<file path="config.mk">
export PLATFORM = sky130hd
export DESIGN_NAME = mips_seq_shifter
export DESIGN_NICKNAME = d
export VERILOG_FILES = /design/src/rtl/mips_shift_pkg.sv /design/src/rtl/mips_shift_step.sv /design/src/rtl/mips_seq_shifter.sv
export SDC_FILE = /design/constraint.sdc
export NUM_CORES = 1
export LEC_CHECK = 0
export CAP_MARGIN = 20
export CELL_PAD_IN_SITES_DETAIL_PLACEMENT = 1
export CELL_PAD_IN_SITES_GLOBAL_PLACEMENT = 1
export CORE_MARGIN = 3
export CORE_UTILIZATION = 27
export CTS_CLUSTER_DIAMETER = 150
export DETAILED_ROUTE_END_ITERATION = 16
export GPL_TIMING_DRIVEN = 0
export PLACE_DENSITY = 0.59
export REMOVE_ABC_BUFFERS = 1
export SKIP_LAST_GASP = 1
export SLEW_MARGIN = 20
export SYNTH_ARGS = -nofsm -noshare
export SYNTH_HDL_FRONTEND = slang
export SYNTH_HIERARCHICAL = 1
export SYNTH_SLANG_ARGS = --single-unit
</file>
<file path="constraint.sdc">
create_clock -name CLK -period 3.4 [get_ports CLK]
set_input_delay 0.34 -clock CLK [delete_from_list [all_inputs] [get_ports CLK]]
set_output_delay 0.34 -clock CLK [all_outputs]
set_load 0.05 [all_outputs]
</file>
<file path="src/rtl/mips_shift_pkg.sv">
// Shared types for the MIPS sequential shifter: shift opcodes, FSM states and the opcode width.
package mips_shift_pkg;

  localparam int OP_W = 2;

  typedef enum logic [OP_W-1:0] {
    SLL  = 2'b00,
    SRL  = 2'b01,
    SRA  = 2'b10,
    ROTR = 2'b11
  } shift_op_t;

  typedef enum logic [1:0] {
    IDLE  = 2'b00,
    SHIFT = 2'b01,
    DONE  = 2'b10
  } shstate_t;

endpackage

</file>
<file path="src/rtl/mips_shift_step.sv">
// Combinational single-step shifter: moves data by k (0..STEP) positions for one FSM iteration.
module mips_shift_step
  import mips_shift_pkg::*;
#(
  parameter int WIDTH = 32,
  parameter int STEP  = 4,
  localparam int KW   = $clog2(STEP + 1)
) (
  input  logic [WIDTH-1:0] data_i,
  input  shift_op_t        op_i,
  input  logic [KW-1:0]    k_i,
  input  logic             fill_i,
  output logic [WIDTH-1:0] data_o
);

  logic [2*WIDTH-1:0] ext;
  logic [2*WIDTH-1:0] ext_sh;

  // Right-going ops share one double-width shift; the upper half supplies the incoming bits.
  always_comb begin
    ext = {{WIDTH{1'b0}}, data_i};
    case (op_i)
      SRA:     ext = {{WIDTH{fill_i}}, data_i};
      ROTR:    ext = {data_i, data_i};
      default: ext = {{WIDTH{1'b0}}, data_i};
    endcase
    ext_sh = ext >> k_i;
    if (op_i == SLL) begin
      data_o = data_i << k_i;
    end else begin
      data_o = ext_sh[WIDTH-1:0];
    end
  end

endmodule

</file>
<file path="src/rtl/mips_seq_shifter.sv">
// Multi-cycle SLL/SRL/SRA shifter, at most STEP positions per cycle, Start/Busy/Done handshake.
// Define SEQ_SHIFTER_ROTATE_EN to turn Op=11 into ROTR; otherwise Op=11 passes Data_in through.
module mips_seq_shifter
  import mips_shift_pkg::*;
#(
  parameter int WIDTH = 32,
  parameter int STEP  = 4,
  localparam int SHW  = $clog2(WIDTH)
) (
  input  logic              CLK,
  input  logic              RST,
  input  logic              Start,
  input  logic [OP_W-1:0]   Op,
  input  logic [SHW-1:0]    Shamt,
  input  logic [WIDTH-1:0]  Data_in,
  output logic [WIDTH-1:0]  Result,
  output logic              Busy,
  output logic              Done
);

  localparam int KW = $clog2(STEP + 1);
  localparam logic [SHW:0] STEP_EXT = (SHW + 1)'(STEP);

`ifdef SEQ_SHIFTER_ROTATE_EN
  localparam bit ROT_EN = 1'b1;
`else
  localparam bit ROT_EN = 1'b0;
`endif

  shstate_t          state_q, state_d;
  shift_op_t         op_q, op_d;
  logic [WIDTH-1:0]  work_q, work_d;
  logic [WIDTH-1:0]  result_q, result_d;
  logic [SHW-1:0]    rem_q, rem_d;
  logic              fill_q, fill_d;

  logic [KW-1:0]     k;
  logic [SHW-1:0]    rem_nxt;
  logic [WIDTH-1:0]  step_out;
  shift_op_t         op_in;
  logic              passthru;

  assign op_in    = shift_op_t'(Op);
  assign passthru = (Shamt == '0) || ((op_in == ROTR) && !ROT_EN);

  assign k       = ({1'b0, rem_q} >= STEP_EXT) ? KW'(STEP) : KW'(rem_q);
  assign rem_nxt = rem_q - SHW'(k);

  mips_shift_step #(
    .WIDTH (WIDTH),
    .STEP  (STEP)
  ) u_step (
    .data_i (work_q),
    .op_i   (op_q),
    .k_i    (k),
    .fill_i (fill_q),
    .data_o (step_out)
  );

  always_comb begin
    state_d  = state_q;
    op_d     = op_q;
    work_d   = work_q;
    result_d = result_q;
    rem_d    = rem_q;
    fill_d   = fill_q;
    case (state_q)
      IDLE, DONE: begin
        if (Start) begin
          work_d = Data_in;
          op_d   = op_in;
          rem_d  = Shamt;
          fill_d = (op_in == SRA) ? Data_in[WIDTH-1] : 1'b0;
          if (passthru) begin
            state_d  = DONE;
            result_d = Data_in;
          end else begin
            state_d = SHIFT;
          end
        end else begin
          state_d = IDLE;
        end
      end
      SHIFT: begin
        // Start is deliberately not looked at here; the captured operands stay in charge.
        work_d = step_out;
        rem_d  = rem_nxt;
        if (rem_nxt == '0) begin
          state_d  = DONE;
          result_d = step_out;
        end
      end
      default: state_d = IDLE;
    endcase
  end

  always_ff @(posedge CLK) begin
    if (RST) begin
      state_q  <= IDLE;
      op_q     <= SLL;
      work_q   <= '0;
      result_q <= '0;
      rem_q    <= '0;
      fill_q   <= 1'b0;
    end else begin
      state_q  <= state_d;
      op_q     <= op_d;
      work_q   <= work_d;
      result_q <= result_d;
      rem_q    <= rem_d;
      fill_q   <= fill_d;
    end
  end

  assign Result = result_q;
  assign Busy   = (state_q == SHIFT);
  assign Done   = (state_q == DONE);

endmodule

</file>
# Word level (Yosys, flattened, before mapping)
# Index checks and enable logic that the tools add are counted.
# totals
reg_bits	74
latch_bits	0
ramBits	0
rom_bits	0
output_inout_bits	34
n_memories	0
# op_classes
addsub	1
n_mul	0
n_div	0
order_cmp	1
n_eq_ne	9
shift	2
n_mux	16
bitwise_logic	0
reduce_logical	10
# op_table
operator	n
32-bit two-way mux	5
32-bit one-hot mux with 2 select lines	2
64-bit one-hot mux with 2 select lines	1
64-bit by 3-bit >> shifter with 32-bit output	1
32-bit by 3-bit left shift with 32-bit output	1
2-bit equality test (second input constant)	5
5-bit logical NOT	2
5-bit one-hot mux with 2 select lines	1
2-bit two-way mux	3
5-bit by 3-bit greater-or-equal comparator with 1-bit output (second input constant)	1
5-bit two-way mux	1
5-bit by 3-bit subtractor with 5-bit output	1
2-bit logical NOT	2
2-bit inequality test (second input constant)	2
2-bit one-hot mux with 2 select lines	1
2-bit AND reduction	2
4-bit AND reduction	1
3-bit two-way mux	1
2-bit by 1-bit equality test with 1-bit output (second input constant)	1
2-bit by 1-bit inequality test with 1-bit output (second input constant)	1
2-bit nonzero test	1
2-bit OR reduction	1
1-bit logical OR	1
1-bit two-way mux	1

# Depth between registers and ports, before layout
# Gate-level depths: netlist of the first run.
# logic_depth
word_depth	6
mapped_depth	13
ltp_nobuf	8

# Hierarchy
# The synthesis of the first run kept the hierarchy.
# by_module_without_submodules
mod	n_inst	cells_each	area_per_inst_um2	seq_area_each_um2
mips_seq_shifter	1	333	3191.8	1481.4
mips_shift_step	1	246	2508.7	0.0

# Worst setup path before layout of the first run
# Ideal clock, no wire load.
# synth_timing
path_kind	reg-to-reg
start	reg rem_q[2]
end	reg work_q[21]
arrival_ps	2420
t_required_ps	3262
slack_ps	842
stages_incl_launch_ff	10
period_less_slack_ps	2558
cell_sequence	dfxtp_1 -> buf_6 -> nor3_1 -> and2_1 -> buf_6 -> buf_8 -> mux4_2 -> mux4_2 -> mux2i_1 -> a211oi_1
# synth_via
elab_chain_cells	5
word_cells_on_any_way	6
classes_between	order compare (1); shift (2); mux (3)
# synth_rtl
element	line	rtl
start: declaration	mips_seq_shifter.sv:34	logic [SHW-1:0] rem_q, rem_d;
start signal: assignment	mips_seq_shifter.sv:110	rem_q <= rem_d;
5-bit by 3-bit greater-or-equal comparator with 1-bit output *	mips_seq_shifter.sv:46	assign k = ({1'b0, rem_q} >= STEP_EXT) ? KW'(STEP) : KW'(rem_q);
3-bit two-way mux *	mips_seq_shifter.sv:46	
named net k[0]	mips_seq_shifter.sv:37	logic [KW-1:0] k;
64-bit by 3-bit >> shifter with 32-bit output or 32-bit by 3-bit left shift with 32-bit output (tied branches)	mips_shift_step.sv:27, mips_shift_step.sv:29	
32-bit two-way mux *	mips_shift_step.sv:28	if (op_i == SLL) begin
named net step_out[21]	mips_seq_shifter.sv:39	logic [WIDTH-1:0] step_out;
32-bit one-hot mux with 2 select lines *	mips_seq_shifter.sv:67	case (state_q)
end signal: assignment	mips_seq_shifter.sv:108	work_q <= work_d;
end: declaration	mips_seq_shifter.sv:32	logic [WIDTH-1:0] work_q, work_d;
# Mark *: on every way through the listed nets, which the timed path passes. The rest lies on a longest branch.
# A chain may end at the register's enable or synchronous reset.

# Final worst setup path of the first run
# layout_timing
start	reg rem_q[2]
end	reg work_q[20]
# Same word-level chain as after synthesis.

==> reports/results.ini, run 1 <==
[yosys]
synth.most_common_cell = dfxtp_1
synthDistinctLibCells = 48
synth_edf_count = 0
syn-cell-area_um2 = 5700
ys_top_cells_by_count = dfxtp_1, a211oi_1, mux2i_1, nor2_1, mux4_2
syn_area_per_cell_um2 = 9.85
async_flop_share_pct = 0
synth_seq_cells = 74
yosys.area.top_type = dfxtp_1
ys_warn_count = 6
synth.area.top_cells = dfxtp_1, mux4_2, mux2i_1
synthCells = 579
synth_top_area_share_pct = 26.0
synth_ff_type = dfxtp_1
yosysSeqAreaShare_pct = 26.0

[clock_network]
clkTransAtPathRegs_ns = 0.06
ctsRootBufferMaster = clkbuf_16
cts_setup_buffers = 0
cts_made_buffers = 9
clock_sinks = 74
ctsHoldBuffers = 0
cts_max_path_buffers = 2
insertion_delay_ns = 0.35
cts.htree.levels = 3
cts_tree = built

[global_route]
grt_max_degree = 71
grtUsageTotal_pct = 15.3
grt-ovfl-total = 0
antenna_found_initial = 0
grt_pass1_wl_um = 27800
grt_pass1_vias = 5023

[timing]
fin_worst_skew_ns = 0.00498
grt_setup_unrepaired = no
drv_slew = 0
max_freq_mhz = 317
setup_viol = 0
slew_headroom_pct = 45.4
holdWs_ns = 0.224
tightest_slew_ns = 0.818
finalCriticalPeriod_ns = 3.16
finalHoldViolations = 0
period_share_pct = 92.9

[setup_path]
rr_startpoint = rem_q[2]
critPathMaxFanout = 54
crit_path_max_incr_delay_ns = 0.57
reg2reg_to = work_q[20]
worst_ep_required_time_ns = 3.60
path_class = flop to flop
worstPathArrival_ns = 3.35
cp_common_cell = mux4_2
r2r_setup_slack_ns = 0.24
critPathLaunch = rem_q[2]
crit_path_start_kind = flop
crit_chain = nor3_4 > and2_4 > buf_16 > mux4_2 > mux4_2 > mux2i_1 > a211oi_1
slowest_stage = mux4_2
crit_path_end_kind = flop
crit_path_end = work_q[20]
rr_worst_depth = 7

[route]
wl_per_cell_um = 19.9
drtIter0Drc = 348
viasPerCell = 5.46
wl_um = 17700
drc_errors = 0
vias = 4852
ant_nets = 0
firstDrtPassIters = 4

[status]
status = complete, no violations

[die]
io_pins = 76
die_w_um = 151
die_h_um = 151
floorplan.die_area_um2 = 22900
core_um2 = 20500
rows = 52
start_util_pct = 27.8

[placement]
globalplace.congestion = 0.827
place_hpwl_um = 12200
place_area_um2 = 6580
io_buffers = 75

[power]
p_leak_nw = 2.22
p_per_area_nw_per_um2 = 498
power_w = 0.00345
ir_worst_vdd_mv = 0.233

[layout]
design_area_um2 = 6920
drive_gt1_share_pct = 15.4
final_nets = 657
diodes = 0
syn_to_final_growth_pct = 21.4

[hold_path]
hold_path.class = input pin to flop
worst_hold_path.num_cells = 2

[run]
max_cap_violations = 0

[final cells by class]
cell class,instances,area (um^2)
fill,2299,13600
multi-input combinational,440,3860
sequential,74,1480
timing repair buffer,83,925
tap,270,338
clock buffer,14,264
clock inverter,2,35.0
inverter,5,21.3
[worst min-delay path by stage]
stage                 end  slack, ns  startpoint
2_1_floorplan  Result[15]       0.40         RST
3_3_place_gp     rem_q[1]       0.49    rem_q[1]
3_5_place_dp     rem_q[1]       0.51    rem_q[1]
4_1_cts        Result[31]       0.21         RST
5_1_grt        Result[31]       0.23         RST
6_report       Result[31]       0.22         RST
[flip-flops by register name, indices dropped and copies added, names as in the netlist]
signal and cells:
op_q 2, Result 32, fill_q 1, work_q 32, state_q 2, rem_q 5
[metrics by stage]
step	setup TNS [ns]	setup WS (ns)	instances	utilization [%]
final	0	0.242	888	33.8
after global placement	-137.14	-2.29	861	31.2
after detailed placement	-4.54	-0.171	869	32.1
after floorplan	-75.14	-1.33	516	-
after global routing	0	0.0346	888	33.8
after CTS	0	0.125	886	33.6
[metal layers]
metal	GRT usage (%)	vias up	share of wire, %
li1	-	2313	-
met1	21.1	2410	47
met2	24.9	115	47
met3	2.75	14	4.6
met4	3.72	0	1.3
met5	0	-	0
[cells by family (layout without fill, tap and decap cells)]
| family | count (synthesis) | after routing | share of synthesized area [%] |
|---|---|---|---|
| AO/OA/AOI/OAI | 147 | 147 | 18.6 |
| adder cells (fa/ha/maj) | 2 | 2 | 0.439 |
| buffers and inverters | 68 | 104 | 7.42 |
| flip-flops | 74 | 74 | 26.0 |
| multiplexers | 120 | 120 | 33.6 |
| other | 2 | 2 | 0.132 |
| AND/OR/NAND/NOR | 166 | 169 | 13.9 |
[critical path: cells and delay by family (launching register included)]
kind                   cells  cell delay (ns)
muxes                      3             1.30
and+or+nand+nor            2             0.83
AOI/OAI and AO/OA          1             0.12
buffers and inverters      1             0.31
DFF                        1             0.40
[cells in the final DEF (no fill, tap or decap), drive strengths merged, types with 2 or more instances in the layout]
| master | synthesis | routed |
|---|---|---|
| dfxtp | 74 | 74 |
| clkdlybuf4s50 | 0 | 74 |
| a211oi | 71 | 71 |
| mux2i | 61 | 61 |
| nor2 | 59 | 59 |
| mux4 | 55 | 55 |
| nor3 | 37 | 37 |
| nand2 | 24 | 24 |
| a21oi | 20 | 20 |
| o21ai | 18 | 18 |
| clkbuf | 23 | 14 |
| o211ai | 12 | 12 |
| and2 | 10 | 12 |
| buf | 40 | 9 |
| or2 | 7 | 8 |
| o31ai | 7 | 7 |
| nand2b | 6 | 6 |
| nand3 | 6 | 6 |
| nor2b | 5 | 5 |
| o22ai | 5 | 5 |
| inv | 5 | 5 |
| or3 | 4 | 4 |
| a311oi | 4 | 4 |
| mux2 | 4 | 4 |
| nand3b | 3 | 3 |
| a211o | 2 | 2 |
| a21o | 2 | 2 |
| and3 | 2 | 2 |
| ha | 2 | 2 |
| conb | 2 | 2 |
| a31oi | 2 | 2 |
[timing repair]
item                       CTS  global route
setup endpoints to repair   34            39
gates cloned                 1             2
hold endpoints to repair     0             0
gates resized for setup      2             4
pin swaps                    1             1
[power breakdown]
part,total (W),internal [W],switching (W)
Combinational,0.00135,0.000606,0.000746
Clock,0.000983,0.000608,0.000375
Sequential,0.00111,0.000965,0.000150
(Power assumes the default switching activity.)
==> run 2, diff against run 1 <==
Settings changed: HOLD_SLACK_MARGIN set to 0.03.
Clock period 3.4 ns to 4 ns, I/O delays scaled along.
==> reports/results.ini, run 2 (synthesized netlist as in run 1, its figures left out) <==
[timing]
holdWs_ns = 0.286  ; +0.0620 ns
period_share_pct = 87.8  ; -5.1 points
finalCriticalPeriod_ns = 3.51  ; +0.355 ns
drv_slew = 0  ; unchanged
max_freq_mhz = 285  ; -10%
finalHoldViolations = 0  ; unchanged
worst_slack_ns = 0.488  ; +0.245 ns
setup_viol = 0  ; unchanged
tightest_slew_ns = 0.833  ; +0.0147 ns
slew_headroom_pct = 44.5  ; -0.92 points
fin_worst_skew_ns = 0.00453  ; -0.000454 ns
grt_setup_unrepaired = no

[route]
wl_um = 16900  ; -4.4%
viasPerCell = 5.44  ; -0.51%
firstDrtPassIters = 5  ; +1
drc_errors = 0  ; unchanged
ant_nets = 0  ; unchanged
drtIter0Drc = 376  ; +8.0%
wl_per_cell_um = 19.1  ; -4.1%
vias = 4811  ; -0.85%

[layout]
diodes = 0  ; unchanged
final_util_pct = 33.6  ; -0.20 points
drive_gt1_share_pct = 14.8  ; -0.58 points
num-fill-cells = 2299  ; unchanged
layout.cells.most_common_list = dfxtp_1, clkdlybuf4s50_1, a211oi_1
final_nets = 654  ; -0.46%
syn_to_final_growth_pct = 20.7

[clock_network]
cts.htree.levels = 3  ; unchanged
cts_max_path_buffers = 2  ; unchanged
ctsHoldBuffers = 0  ; unchanged
insertion_delay_ns = 0.35  ; about the same
cts_setup_buffers = 0  ; unchanged
cts_made_buffers = 9  ; unchanged
clkTransAtPathRegs_ns = 0.06  ; about the same
cts_tree = built
ctsRootBufferMaster = clkbuf_16
ctsResizeCount = 0  ; -2
clock_sinks = 74  ; unchanged

[global_route]
grtUsageTotal_pct = 15.1  ; -0.18 points
grt_pass1_wl_um = 27600  ; -0.74%
grt_pass1_vias = 5010  ; -0.26%
antenna_found_initial = 0  ; unchanged
grt_max_degree = 71  ; unchanged
grt-ovfl-total = 0  ; unchanged

[hold_path]
worst_hold_path.num_cells = 2  ; unchanged
hold_path.class = input pin to flop

[setup_path]
worst_ep_required_time_ns = 4.18  ; +0.58 ns
crit_path_end_kind = flop
crit_path_start_kind = flop
critPathMaxFanout = 33  ; -39%
path_class = flop to flop
cp_common_cell = or2_2
crit_chain = nor3_1 > inv_2 > nand2_1 > ha_1 > or2_2 > a211oi_4 > or2_2 > a211oi_1
rr_worst_depth = 8  ; +1
slowest_stage = or2_2
crit_path_max_incr_delay_ns = 0.73  ; +0.16 ns
worstPathArrival_ns = 3.69  ; +0.34 ns

[placement]
globalplace.congestion = 0.827  ; unchanged
io_buffers = 75  ; unchanged
place_hpwl_um = 12200  ; unchanged
post-place-ws_ns = 0.429  ; +0.600 ns

[die]
die_w_um = 151  ; unchanged
rows = 52  ; unchanged
core_um2 = 20500  ; unchanged
die_h_um = 151  ; unchanged
start_util_pct = 27.8  ; unchanged
floorplan.die_area_um2 = 22900  ; unchanged
io_pins = 76  ; unchanged

[power]
ir_worst_vdd_mv = 0.197  ; -15%
p_per_area_nw_per_um2 = 423  ; -15%
power_w = 0.00291  ; -16%
p_leak_nw = 2.20  ; -0.66%

[status]
status = complete, no violations

[run]
max_cap_violations = 0  ; unchanged

## run 2: cell types whose count changed in the layout (fill, tap and decap cells not counted)
cell,delta
inv_2,+1
nor3_4,-1
inv_4,-1
nor3_1,+1
and2_2,-2
or2_2,+1
or2_4,-2
## run 2: worst max-delay path: cells and delay by family (launching register included)
kind	cells	cell delay, ns
buffers and inverters	1	0.41
and+or+nand+nor	4	1.74
AOI/OAI and AO/OA	2	0.53
DFF	1	0.38
adders and majority gates	1	0.26
## run 2: final timing paths
kind              startpoint         end  slack [ns]
setup reg to reg    rem_q[2]  Result[28]        0.49
hold reg to reg     rem_q[1]    rem_q[1]        0.52
setup / recovery    rem_q[2]  Result[28]        0.49
hold / removal           RST  Result[31]        0.29
## run 2: report_power, final
part / internal, W / switching [W] / total [W]
logic: 0.000510 / 0.000624 / 0.00113
clock network: 0.000517 / 0.000318 / 0.000835
registers: 0.000821 / 0.000123 / 0.000943
## run 2: layout make-up
cell class | count | area (um^2) | area share [%]
Clock buffer | 14 | 264 | 3.84
Clock inverter | 2 | 35.0 | 0.509
Sequential cell | 74 | 1480 | 21.5
Multi-Input combinational cell | 437 | 3820 | 55.5
Inverter | 5 | 18.8 | 0.273
Timing Repair Buffer | 83 | 925 | 13.4
Tap cell | 270 | 338 | 4.91
## run 2: per-stage QoR
step	setup TNS, ns	area (um^2)	std cells
6_report	0	6880	885
3_5_place_dp	0	6580	869
3_3_place_gp	-98.02	6380	861
4_1_cts	0	6880	885
2_1_floorplan	-36.55	5300	516
5_1_grt	0	6880	885
## run 2: per-layer routing
layer	GRT usage, %	routed length (um)	up-vias
li1	-	-	2310
met1	20.9	7940	2382
met2	24.5	8100	108
met3	2.75	710	11
met4	3.72	173	0
met5	0	0	-
==> run 3, diff against run 2 <==
Settings changed: CAP_MARGIN 20 to not set, GPL_TIMING_DRIVEN 0 to not set.
==> reports/results.ini, run 3 (synthesized netlist as in run 1, its figures left out) <==
[clock_network]
ctsResizeCount = 0  ; unchanged
ctsRootBufferMaster = clkbuf_16
cts_tree = built
cts.htree.levels = 3  ; unchanged
cts_setup_buffers = 0  ; unchanged
ctsHoldBuffers = 0  ; unchanged
clock_sinks = 74  ; unchanged
insertion_delay_ns = 0.35  ; about the same
cts_max_path_buffers = 2  ; unchanged
cts_made_buffers = 9  ; unchanged
clkTransAtPathRegs_ns = 0.06  ; about the same

[setup_path]
critPathMaxFanout = 48  ; +45%
rr_worst_depth = 7  ; -1
r2r_setup_slack_ns = 0.85  ; +0.36 ns
critPathLaunch = rem_q[2]
reg2reg_to = work_q[20]
path_class = flop to flop
worstPathArrival_ns = 3.35  ; -0.34 ns
crit_path_end_kind = flop
worst_ep_required_time_ns = 4.20  ; +0.02 ns
crit_path_start_kind = flop
crit_path_end = work_q[20]
rr_startpoint = rem_q[2]

[route]
wl_per_cell_um = 20.1  ; +5.4%
firstDrtPassIters = 5  ; unchanged
drc_errors = 0  ; unchanged
viasPerCell = 5.51  ; +1.3%
wl_um = 18000  ; +6.2%
vias = 4912  ; +2.1%
ant_nets = 0  ; unchanged
drtIter0Drc = 279  ; -26%

[timing]
setup_viol = 0  ; unchanged
period_share_pct = 78.9  ; -8.9 points
setup-tns-final_ns = 0  ; unchanged
worst_slack_ns = 0.845  ; +0.357 ns
finalHoldViolations = 0  ; unchanged
tightest_slew_ns = 0.839  ; +0.00614 ns
drv_slew = 0  ; unchanged
max_freq_mhz = 317  ; +11%
slew_headroom_pct = 44.1  ; -0.41 points
fin_worst_skew_ns = 0.00655  ; +0.00202 ns
finalCriticalPeriod_ns = 3.15  ; -0.357 ns
grt_setup_unrepaired = no

[die]
io_pins = 76  ; unchanged
core_um2 = 20500  ; unchanged
rows = 52  ; unchanged
floorplan.die_area_um2 = 22900  ; unchanged
die_h_um = 151  ; unchanged
die_w_um = 151  ; unchanged
start_util_pct = 27.8  ; unchanged

[power]
power_w = 0.00310  ; +6.5%
p_per_area_nw_per_um2 = 449  ; +6.1%
p_leak_nw = 2.24  ; +1.5%
ir_worst_vdd_mv = 0.217  ; +10%

[global_route]
grt-ovfl-total = 0  ; unchanged
antenna_found_initial = 0  ; unchanged
grt_max_degree = 65  ; -8.5%
grt_pass1_vias = 5077  ; +1.3%
grt_pass1_wl_um = 29200  ; +5.9%
grtUsageTotal_pct = 16.2  ; +1.1 points

[layout]
drive_gt1_share_pct = 15.8  ; +0.96 points
final_util_pct = 33.7  ; +0.15 points
syn_to_final_growth_pct = 21.2
multi_input_area_um2 = 3810  ; -0.23%
design_area_um2 = 6910  ; +0.44%
layout.cells.most_common_list = dfxtp_1, clkdlybuf4s50_1, a211oi_1
seq_area_um2 = 1480  ; unchanged
num-fill-cells = 2308  ; +0.39%
final_nets = 661  ; +1.1%
diodes = 0  ; unchanged

[placement]
place_area_um2 = 6540  ; -0.57%
place_hpwl_um = 12500  ; +2.6%
globalplace.congestion = 0.824  ; -0.45%
io_buffers = 75  ; unchanged
post-place-ws_ns = 0.813  ; +0.383 ns

[status]
status = complete, no violations

[hold_path]
hold_path.class = flop to flop

[run]
max_cap_violations = 0  ; unchanged

-- run 3: critical path: stages, from the launching register on --
cell,delay [ns]
dfxtp_1,0.38
nor3_1,0.40
and2_4,0.47
buf_12,0.33
mux4_2,0.56
mux4_2,0.48
mux2i_1,0.25
a211oi_1,0.11
-- run 3: metal layers --
metal  share of wire, %  wire length, um  GRT usage (%)
met1                 47             8430           22.6
met5                  0                0              0
met3                3.8              683           2.54
met4                1.4              247           4.58
met2                 48             8610           26.1
-- run 3: final cells by class --
cell class / count / area share [%]
well taps: 270 / 4.89
inverters: 5 / 0.272
repair buffers: 90 / 13.0
clock inverters: 7 / 2.05
clock buffers: 9 / 3.26
multi-input cells: 437 / 55.1
flip-flops and latches: 74 / 21.4
-- run 3: where the power goes --
group | internal, W | switching, W
sequential | 0.000820 | 0.000126
clock | 0.000672 | 0.000345
combinational | 0.000506 | 0.000631
total | 0.00200 | 0.00110
-- run 3: worst min path at each step --
| stage | from | endpoint | slack [ns] | cells past startpoint |
|---|---|---|---|---|
| global placement | rem_q[1] | rem_q[1] | 0.49 | 2 |
| floorplan | rem_q[0] | rem_q[0] | 0.46 | 2 |
| detailed placement | rem_q[1] | rem_q[1] | 0.49 | 2 |
| finish | rem_q[1] | rem_q[1] | 0.50 | 2 |
| CTS | rem_q[1] | rem_q[1] | 0.51 | 2 |
| global route | rem_q[1] | rem_q[1] | 0.56 | 2 |
-- run 3: through the flow --
step | std cells | hold WS, ns
after detailed placement | 876 | 0.493
after floorplan | 516 | 0.461
after CTS | 892 | 0.505
after global routing | 892 | 0.556
final | 892 | 0.503
after global placement | 876 | 0.489
